**src/rtl/insn_fetch.sv**
```systemverilog
// Opcode supply for the decoder: loads the reset vector, fetches opcode bytes at PC,
// injects BRK for pending NMI/IRQ and owns the program counter.
module insn_fetch #(
    parameter int unsigned        ADDR_W    = 16,
    parameter logic [ADDR_W-1:0]  RESET_VEC = 16'hFFFC
) (
    input  logic              clk,
    input  logic              rst,
    input  logic              rdy,
    input  logic              nmi,
    input  logic              irq,
    input  logic              irq_mask,
    input  logic [7:0]        data_in,
    output logic [ADDR_W-1:0] addr,
    output logic              rd_en,
    output logic [7:0]        insn,
    output logic              insn_valid,
    input  logic              insn_ack,
    input  logic [1:0]        insn_len,
    input  logic              pc_load,
    input  logic [ADDR_W-1:0] pc_load_val,
    output logic [1:0]        int_kind,
    output logic [ADDR_W-1:0] pc
);

    typedef enum logic [2:0] {
        StVlo,
        StVhi,
        StVld,
        StFetch,
        StCapt,
        StHold
    } state_e;

    localparam logic [1:0] KindNormal = 2'b00;
    localparam logic [1:0] KindIrq    = 2'b01;
    localparam logic [1:0] KindNmi    = 2'b10;

    localparam logic [ADDR_W-1:0] ResetVecHi = RESET_VEC + ADDR_W'(1);

    state_e            state_q, state_d;
    logic [ADDR_W-1:0] pc_q, pc_d;
    logic [7:0]        insn_q, insn_d;
    logic [1:0]        kind_q, kind_d;
    logic              nmi_q;
    logic              nmi_pend_q, nmi_pend_d;
    logic              nmi_edge;
    logic [1:0]        len_eff;

    assign nmi_edge = nmi & ~nmi_q;
    assign len_eff  = (insn_len == 2'd0) ? 2'd1 : insn_len;

    always_comb begin
        state_d    = state_q;
        pc_d       = pc_q;
        insn_d     = insn_q;
        kind_d     = kind_q;
        nmi_pend_d = nmi_pend_q;
        addr       = pc_q;
        rd_en      = 1'b0;

        unique case (state_q)
            StVlo: begin
                addr  = RESET_VEC;
                rd_en = 1'b1;
                if (rdy) state_d = StVhi;
            end
            StVhi: begin
                addr  = ResetVecHi;
                rd_en = 1'b1;
                if (rdy) begin
                    pc_d[7:0] = data_in;
                    state_d   = StVld;
                end
            end
            StVld: begin
                addr = ResetVecHi;
                if (rdy) begin
                    pc_d[15:8] = data_in;
                    state_d    = StFetch;
                end
            end
            StFetch: begin
                if (pc_load) begin
                    // Redirect before any read so the stale PC is never fetched.
                    pc_d = pc_load_val;
                end else if (nmi_pend_q) begin
                    if (rdy) begin
                        insn_d     = 8'h00;
                        kind_d     = KindNmi;
                        nmi_pend_d = 1'b0;
                        state_d    = StHold;
                    end
                end else if (irq && !irq_mask) begin
                    if (rdy) begin
                        insn_d  = 8'h00;
                        kind_d  = KindIrq;
                        state_d = StHold;
                    end
                end else begin
                    rd_en = 1'b1;
                    if (rdy) state_d = StCapt;
                end
            end
            StCapt: begin
                if (pc_load) begin
                    pc_d    = pc_load_val;
                    state_d = StFetch;
                end else if (rdy) begin
                    insn_d  = data_in;
                    kind_d  = KindNormal;
                    state_d = StHold;
                end
            end
            StHold: begin
                if (pc_load) begin
                    pc_d    = pc_load_val;
                    state_d = StFetch;
                end else if (insn_ack) begin
                    // Injected BRK leaves PC on the interrupted instruction.
                    if (kind_q == KindNormal) pc_d = pc_q + ADDR_W'(len_eff);
                    state_d = StFetch;
                end
            end
            default: state_d = StVlo;
        endcase

        // A new edge wins over a same-cycle service.
        if (nmi_edge) nmi_pend_d = 1'b1;
    end

    always_ff @(posedge clk) begin
        if (rst) begin
            state_q    <= StVlo;
            pc_q       <= '0;
            insn_q     <= 8'h00;
            kind_q     <= KindNormal;
            nmi_q      <= 1'b0;
            nmi_pend_q <= 1'b0;
        end else begin
            state_q    <= state_d;
            pc_q       <= pc_d;
            insn_q     <= insn_d;
            kind_q     <= kind_d;
            nmi_q      <= nmi;
            nmi_pend_q <= nmi_pend_d;
        end
    end

    assign insn       = insn_q;
    assign int_kind   = kind_q;
    assign pc         = pc_q;
    assign insn_valid = (state_q == StHold);

endmodule

```
**config.mk**
```make
export PLATFORM = sky130hd
export DESIGN_NAME = insn_fetch
export DESIGN_NICKNAME = d
export VERILOG_FILES = /design/src/rtl/insn_fetch.sv
export SDC_FILE = /design/constraint.sdc
export NUM_CORES = 1
export LEC_CHECK = 0
export CAP_MARGIN = 20
export CORE_ASPECT_RATIO = 1.5
export CORE_MARGIN = 5
export CORE_UTILIZATION = 47
export DETAILED_ROUTE_END_ITERATION = 6
export PLACE_DENSITY = 0.79
export SLEW_MARGIN = 40
export SYNTH_ARGS = -nofsm -noshare
export SYNTH_HDL_FRONTEND = slang
export SYNTH_SLANG_ARGS = --single-unit
```
**constraint.sdc**
```tcl
create_clock -name clk -period 2.6 [get_ports clk]
set_input_delay 0.39 -clock clk [delete_from_list [all_inputs] [get_ports clk]]
set_output_delay 0.39 -clock clk [all_outputs]
set_load 0.02 [all_outputs]
```
[Word-level counts from Yosys, hierarchy flattened]
Index checks and enable logic that the tools add are counted.
Storage, ports and cells
  flip-flop bits (word level): 31
  bits of input ports: 34
Cells by class
  add/sub/neg operators: 1
  eq/ne operators: 19
  multiplexer cells: 44
  bitwise logic cells: 2
  reduce and logical (&&, ||, !) cells: 18
Operators with widths (count)
  $mux 16: 4
  $mux 8: 6
  $pmux 8 s3: 2
  $mux 3: 11
  $pmux 16 s2: 1
  $pmux 3 s6: 1
  $add 16x2->16: 1
  $mux 2: 8
  $pmux 8 s2: 1
  $reduce_and 5->1: 3
  $ne 2x2->1 const B: 6
  $ne 3x3->1 const B: 3
  $mux 1: 8
  $reduce_and 7->1: 1
  $eq 3x2->1 const B: 2
  $eq 3x3->1 const B: 2
  $ne 3x1->1 const B: 2
  $reduce_and 6->1: 1
  $reduce_bool 3->1: 2
  $reduce_or 2->1: 3
  $logic_not 2->1: 2
  $ne 2x1->1 const B: 2
  $ne 4x4->1 const B: 1
  $pmux 2 s2: 1
  9 further kinds: 10

[Logic depth before layout (Yosys ltp)]
Gate-level depths: netlist of the first run.
  depth after elaboration: 7
  gate-level depth with buffers: 9
  mapped depth without buffers: 9

[Worst setup path after synthesis of the first run]
OpenSTA, ideal clock, no wires.
  kind: register to register
  start point: register pc_q[0], in the netlist pc[0]
  end point: register pc_q[14], in the netlist pc[14]
  setup time: 91 ps
  data arrival time: 2137 ps
  required time: 2509 ps
  path slack: 372 ps
  stages on the path, launching flop included: 9
  path buffers: 0
  period minus slack after synthesis: 2228 ps
  path through: dfxtp_1 -> ha_1 -> inv_1 -> fa_1 -> nand3b_1 -> nor4_1 -> xnor2_1 -> o21ai_0 -> a311oi_1
On the way
  word-level cells in the longest chain between the ends: 5
Ends and longest elaborated chain
  from (decl): RTL line 42  | logic [ADDR_W-1:0] pc_q, pc_d;
  from (signal assigned): RTL line 142  | pc_q <= pc_d;
  $add 16x2->16: RTL line 121  | if (kind_q == KindNormal) pc_d = pc_q + ADDR_W'(len_eff);
  $mux 16: RTL line 121
  $mux 16: RTL line 119  | end else if (insn_ack) begin
  $mux 16: RTL line 116  | if (pc_load) begin
  $pmux 8 s3: RTL line 62  | unique case (state_q)
No other way between the ends. The select of a mux whose other input is x is not followed.
A chain may end at the register's enable or synchronous reset.

[Final worst setup path of the first run]
  start point: input port insn_len[0]
  end point: register pc_q[6], in the netlist pc[6]
On the way
  word-level cells in the longest chain between the ends: 7
Ends and longest elaborated chain
  from (decl): RTL line 19  | input logic [1:0] insn_len,
  $logic_not 2->1: RTL line 51  | assign len_eff = (insn_len == 2'd0) ? 2'd1 : insn_len;
  $mux 2 *: RTL line 51
  $add 16x2->16 *: RTL line 121
  $mux 16 *: RTL line 121
  $mux 16 *: RTL line 119
  $mux 16 *: RTL line 116
  $pmux 8 s3 *: RTL line 62
Every way passes the cells marked *; elsewhere a longest branch is shown, timed or not. The select of a mux whose other input is x is not followed.

==> results of run 1 <==
[cell type report]
| class | count | area, µm² |
|---|---|---|
| repair buffers | 98 | 928.4 |
| clock buffers | 7 | 76.32 |
| well taps | 68 | 85.08 |
| fillers | 456 | 1652 |
| multi-input cells | 281 | 1723 |
| clock inverters | 1 | 5.005 |
| flip-flops and latches | 31 | 620.6 |
| inverters | 20 | 75.07 |
[worst max-delay path, cell delays in order]
cell and delay [ps]:
clkdlybuf4s50_1 450, nand2b_1 100, ha_1 160, inv_1 60
fa_2 340, nand3b_1 340, buf_4 240, or2_2 300
o32a_1 290, o32ai_1 120
[flip-flops by register name, indices dropped and copies added, names as in the netlist]
signal	cells
pc	16
insn	8
state_q	3
int_kind	2
nmi_pend_q	1
nmi_q	1
[cells by family after synthesis]
logic type,count (synthesis),share of synthesized area [%]
AO/OA/AOI/OAI,125,33.88
XOR/XNOR,5,1.747
adder cells (fa/ha/maj),3,1.796
buffers and inverters,43,7.186
flip-flops,31,24.75
multiplexers,2,0.7984
AND/OR/NAND/NOR,146,29.84
[per-layer routing]
metal	vias up	part of all wire [%]	routed length, µm	track usage (%)
met3	31	8.9	771	4.449
li1	1470	-	-	-
met1	1414	38	3242	28.04
met2	174	49	4258	43.82
met5	-	0	0	0
met4	0	4.0	348	10.18
[what timing repair did]
item,CTS,global route
setup buffers,0,2
setup endpoints to repair,0,5
resized for setup,0,4
[worst min-delay path by stage]
stage | start | endpoint | slack, ps | cells past startpoint
final | insn[2]$_SDFFE_PP0P_ | insn[2]$_SDFFE_PP0P_ | 450 | 2
after global routing | insn[2]$_SDFFE_PP0P_ | insn[2]$_SDFFE_PP0P_ | 480 | 2
after CTS | insn[2]$_SDFFE_PP0P_ | insn[2]$_SDFFE_PP0P_ | 450 | 2
after detailed placement | insn[2]$_SDFFE_PP0P_ | insn[2]$_SDFFE_PP0P_ | 450 | 2
after global placement | insn[2]$_SDFFE_PP0P_ | insn[2]$_SDFFE_PP0P_ | 440 | 2
after floorplan | nmi_q$_SDFF_PP0_ | nmi_pend_q$_SDFFE_PP0P_ | 460 | 2
[cell usage in the layout (no fill, tap or decap), types with 3 or more instances in the layout]
| master | n |
|---|---|
| or2_2 | 16 |
| or3_1 | 3 |
| a22oi_1 | 7 |
| o21ai_0 | 26 |
| a222oi_1 | 4 |
| nor2b_1 | 7 |
| nand2_1 | 33 |
| clkbuf_8 | 5 |
| clkdlybuf4s50_1 | 77 |
| nor3_1 | 7 |
| nor2_1 | 35 |
| a21o_1 | 3 |
| a21oi_1 | 37 |
| a221oi_1 | 3 |
| nand3_1 | 16 |
| nor4_1 | 4 |
| dfxtp_1 | 31 |
| buf_4 | 21 |
| o32ai_1 | 6 |
| o31ai_1 | 3 |
| xnor2_1 | 3 |
| inv_1 | 20 |
| nand2b_1 | 8 |
| a311oi_1 | 5 |
[metrics by stage]
step	instance area (µm²)	cells	worst slack [ps]	TNS [ps]	hold WS, ps
after floorplan	2507	355	372.2	0	462.5
after global placement	3401	496	-176.3	-563.4	436.8
after detailed placement	3401	496	-232.8	-897.7	446.4
after CTS	3482	504	53.91	0	452.9
after global routing	3513	506	-53.02	-77.76	481.5
final	3513	506	27.58	0	451.6
[report_power, final]
part           internal (µW)  total (µW)  switching, µW
Sequential               553         671            117
Combinational            596        1350            757
Clock                    188         372            184
Total                   1340        2400           1060
==> impl_metrics.toml, run 1 <==
[cts]
postCtsHoldBufs = 0
clkLatencyLatePin_ps = 280
root_buffer = "clkbuf_8"
cts.sinks = 31
path_clk_slew_ps = 70
cts_tree = "done"
numCtsBuffers = 5
clockBufferDepth = 2
cts.htree.levels = 2

[hold_path]
hold_path_class = "flip-flop to flip-flop"

[critical_path]
cp_max_fo = 6
cp.required_ps = 2800
reg2reg_from = "pc[0]$_SDFFE_PP0P_"
cp-endpoint = "pc[6]$_SDFFE_PP0P_"
criticalPathCategory = "primary input to flip-flop"
rr_worst_depth = 8
critPathCaptureType = "flip-flop"
regToRegEndpoint = "pc[6]$_SDFFE_PP0P_"
critPathLaunch = "insn_len[0]"
start_kind = "primary input"
ff2ff_setup_slack_ps = 280
cp_data_arrival_time_ps = 2770

[drt]
ant_nets = 0
routed_via_density = 6.105
dr.first_iter.drc_count = 356
num_vias = 3089
post_drt_wl_per_cell_um = 17.04
dr.pass1.iters = 6
drcViolationCount = 0
wl_um = 8620

[floorplan]
die_h_um = 99.46
rows = 32
start_util_pct = 48.55
core_mm2 = 0.005165
dieArea_mm2 = 0.006926
fp.dieW_um = 69.64
top_level_ports = 78

[sta]
setup_violations = 0
worst_slew_pin_slew_ps = 590.2
finClkSkew_ps = 5.605
finalCritPeriodShare_pct = 98.94
hold_viol = 0
fmax_mhz = 388.7
rsz0062_at_grt = "true"
slew_violations = 0
period_needed_ps = 2572
slew_headroom_pct = 60.65

[global_routing]
grt_pass1_vias = 2952
grt_first_pass_wirelength_um = 13970
grt_usage_pct = 24.33
antenna_found_initial = 0
grt_max_degree = 27
grt_overflow = 0

[yosys]
yosys_warnings = 0
synth_area_mm2 = 0.002507
synth_fp_nets = 392
yosysSeqAreaShare_pct = 24.75
synth_top_area_share_pct = 24.75
yosys_register_bits = 31
synth-edff-count = 0
synth_cell_types = 63
synthTopCellsByArea = "dfxtp_1 (25%), a21oi_1 (7.4%), nor2_1 (5.4%)"
synth_top_cell_by_area = "dfxtp_1"
ys_top_cells_by_count = "a21oi_1 (37), nor2_1 (36), nand2_1 (33), dfxtp_1 (31), o21ai_0 (26)"
synth_cells = 355
synth-main-ff-cell = "dfxtp_1"
avgSynthCellArea_um2 = 7.063
synth.most_common_cell = "a21oi_1"
async_reset_ff_share_pct = 0

[layout]
nNetsFinal = 474
area_delta_synth_final_pct = 40.12
final_layout_size_suffix_gt1_share_pct = 13.24
diodes = 0
finish.utilization_pct = 68.02

[power]
leakage_uw = 0.001202
irDropWorstVdd_uv = 330.8
powerDensity_mw_per_mm2 = 681.9
power_uw = 2396

[place]
port_buffers = 77
hpwl_um = 6500
gp_congestion = 0.9613

[flow_run]
cap_viol_max_count = 0

[run_status]
status = "finished, final reports clean"
No activity file was read; power rests on OpenSTA's default activity.
==> run 2: changes to the inputs <==
--- a/config.mk
+++ b/config.mk
@@ -5,6 +5,7 @@
 export SDC_FILE = /design/constraint.sdc
 export NUM_CORES = 1
 export LEC_CHECK = 0
+export ABC_AREA = 1
 export CAP_MARGIN = 20
 export CORE_ASPECT_RATIO = 1.5
 export CORE_MARGIN = 5
==> constraint.sdc (replaced) <==
create_clock -name clk -period 2.9 [get_ports clk]
set_input_delay 0.435 -clock clk [delete_from_list [all_inputs] [get_ports clk]]
set_output_delay 0.435 -clock clk [all_outputs]
set_load 0.02 [all_outputs]
==> impl_metrics.toml, run 2 <==
[sta]
slew_headroom_pct = 56.68
fmax_mhz = 387.9
setup_violations = 0
timing.hold.ws_ps = 446.2
hold_viol = 0
finClkSkew_ps = 7.174
slew_violations = 0
worst_slew_pin_slew_ps = 647.9
rsz0062_at_grt = "false"
period_needed_ps = 2578
finalCritPeriodShare_pct = 88.89
tns_ps = 0

[global_routing]
grt_first_pass_wirelength_um = 14120
grt_usage_pct = 24.69
grt_max_degree = 29
antenna_found_initial = 0
grt_overflow = 0
grt_pass1_vias = 2990

[cts]
cts_tree = "done"
clkLatencyLatePin_ps = 290
cts_resized = 0
cts_setup_buffers = 0
clockBufferDepth = 2
root_buffer = "clkbuf_8"
cts.sinks = 31
cts.htree.levels = 2
path_clk_slew_ps = 80
numCtsBuffers = 5
postCtsHoldBufs = 0

[drt]
post_drt_wl_per_cell_um = 14.65
dr.first_iter.drc_count = 235
routed_via_density = 5.330
ant_nets = 0
num_vias = 3086
dr.pass1.iters = 7
wl_um = 8485
drcViolationCount = 2

[yosys]
synth_area_mm2 = 0.002501
synth-edff-count = 0
synth_fp_nets = 477
yosysSeqAreaShare_pct = 24.81
synth_cells = 440
synth-main-ff-cell = "dfxtp_1"
yosys_warnings = 0
synth_cell_types = 28
ys_top_cells_by_count = "nand2_1 (103), nor2_1 (66), inv_1 (61), nand3_1 (48)"
synthTopCellsByArea = "dfxtp_1 (25%), nand2_1 (15%), nor2_1 (9.9%)"
yosys_register_bits = 31
synth_top_area_share_pct = 24.81
avgSynthCellArea_um2 = 5.684
synth_top_cell_by_area = "dfxtp_1"
synth.most_common_cell = "nand2_1"
async_reset_ff_share_pct = 0

[place]
port_buffers = 77
dp_cells = 571
hpwl_um = 6255
dpl_cell_area_mm2 = 0.003289
gp_congestion = 0.9573

[critical_path]
ff2ff_setup_slack_ps = 450
slowest_stage = "clkdlybuf4s50_1"
cp.required_ps = 2470
rr_worst_depth = 7
regToRegEndpoint = "insn[6]$_SDFFE_PP0P_"
cp_max_fo = 10
start_kind = "flip-flop"
reg2reg_from = "state_q[1]$_SDFFE_PP0P_"
crit_chain = "nand2_2, nor2_2, nand3_1, o22ai_1, clkdlybuf4s50_1"
critPathCaptureType = "output pin"
criticalPathCategory = "flip-flop to output pin"
cp_data_arrival_time_ps = 2140
slowest_delay_ps = 630

[floorplan]
start_util_pct = 48.43
fp.dieW_um = 69.56
dieArea_mm2 = 0.006910
top_level_ports = 78
rows = 32
die_h_um = 99.35
core_mm2 = 0.005165

[layout]
nNetsFinal = 547
largest_reg_flops = 16
fillers = 501
layout_commonest_cell = "nand2_1"
final_layout_size_suffix_gt1_share_pct = 6.458
final_area_mm2 = 0.003407
area_delta_synth_final_pct = 36.22
diodes = 0
instances_no_fill = 579
final_cell_mix = "nand2_1 (103), clkdlybuf4s50_1 (77), nor2_1 (66)"

[hold_path]
min_path_cells = 2
holdPathEnd = "insn[1]$_SDFFE_PP0P_"
hold_path_class = "flip-flop to flip-flop"
min_from = "insn[1]$_SDFFE_PP0P_"

[flow_run]
cap_viol_max_count = 0

[power]
irDropWorstVdd_uv = 384.1
leakage_uw = 0.001450
powerDensity_mw_per_mm2 = 762.1

[run_status]
violations = "design-rule violations"
status = "finished, violations left"
run 2: changes by cell type in the layout (fill, tap and decap cells not counted), sizes merged, moves of 8 or more:
cell and change:
o21ai +12, nand2b -8, inv +46, nand3 +35, nor3 -9, nand2 +78, nand4 +8, a21oi -8
or2 -15, nor2 +33, buf -18
run 2: how the worst max path moves through the flow:
stage	endpoint	start
after floorplan	pc[6]$_SDFFE_PP0P_	insn_len[1]
after global placement	pc[6]$_SDFFE_PP0P_	insn_len[1]
after detailed placement	pc[6]$_SDFFE_PP0P_	insn_len[1]
after CTS	rd_en	state_q[1]$_SDFFE_PP0P_
after global routing	rd_en	state_q[1]$_SDFFE_PP0P_
final	rd_en	state_q[1]$_SDFFE_PP0P_
run 2: metal layers:
metal / vias to the layer above / share of wire, % / global-route usage [%]
li1: 1546 / - / -
met1: 1373 / 39 / 28.98
met2: 151 / 51 / 44.34
met3: 16 / 7.5 / 4.247
met4: 0 / 2.4 / 9.474
met5: - / 0 / 0
run 2: final cells by class:
class / count / area [µm²] / area share, %
well taps: 68 / 85.08 / 2.497
clock buffers: 6 / 82.58 / 2.424
inverters: 67 / 254.0 / 7.455
clock inverters: 2 / 35.03 / 1.028
repair buffers: 80 / 793.3 / 23.28
flip-flops and latches: 31 / 620.6 / 18.22
multi-input cells: 325 / 1536 / 45.10
run 2: report_power, final:
| group | internal, µW | total (µW) | switching, µW |
|---|---|---|---|
| logic | 562 | 1390 | 827 |
| clock network | 278 | 460 | 181 |
| registers | 545 | 747 | 202 |
| total | 1390 | 2600 | 1210 |
run 2: worst max-delay path: cells and delay by family (launching register included):
family                 cells  cell delay (ps)
AOI/OAI and AO/OA          1              120
DFF                        1              600
buffers and inverters      1              630
and+or+nand+nor            3              510
run 2: cells by family (layout without fill, tap and decap cells):
kind of cell,count (synthesis),after routing,share of synthesized area (%)
buf+inv,84,155,13.76
fa+ha+maj,3,3,1.801
simple gates,245,245,43.57
flops,31,31,24.81
compound gates,77,77,16.06
run 2: per-stage QoR:
stage / setup slack, ps / util (%) / power (µW)
2_1_floorplan: 1025 / - / 1556
3_3_place_gp: 452.3 / 63.69 / 2109
3_5_place_dp: 392.1 / 63.69 / 2113
4_1_cts: 329.4 / 65.96 / 2583
5_1_grt: 153.6 / 65.96 / 2763
6_report: 322.2 / 65.96 / 2596
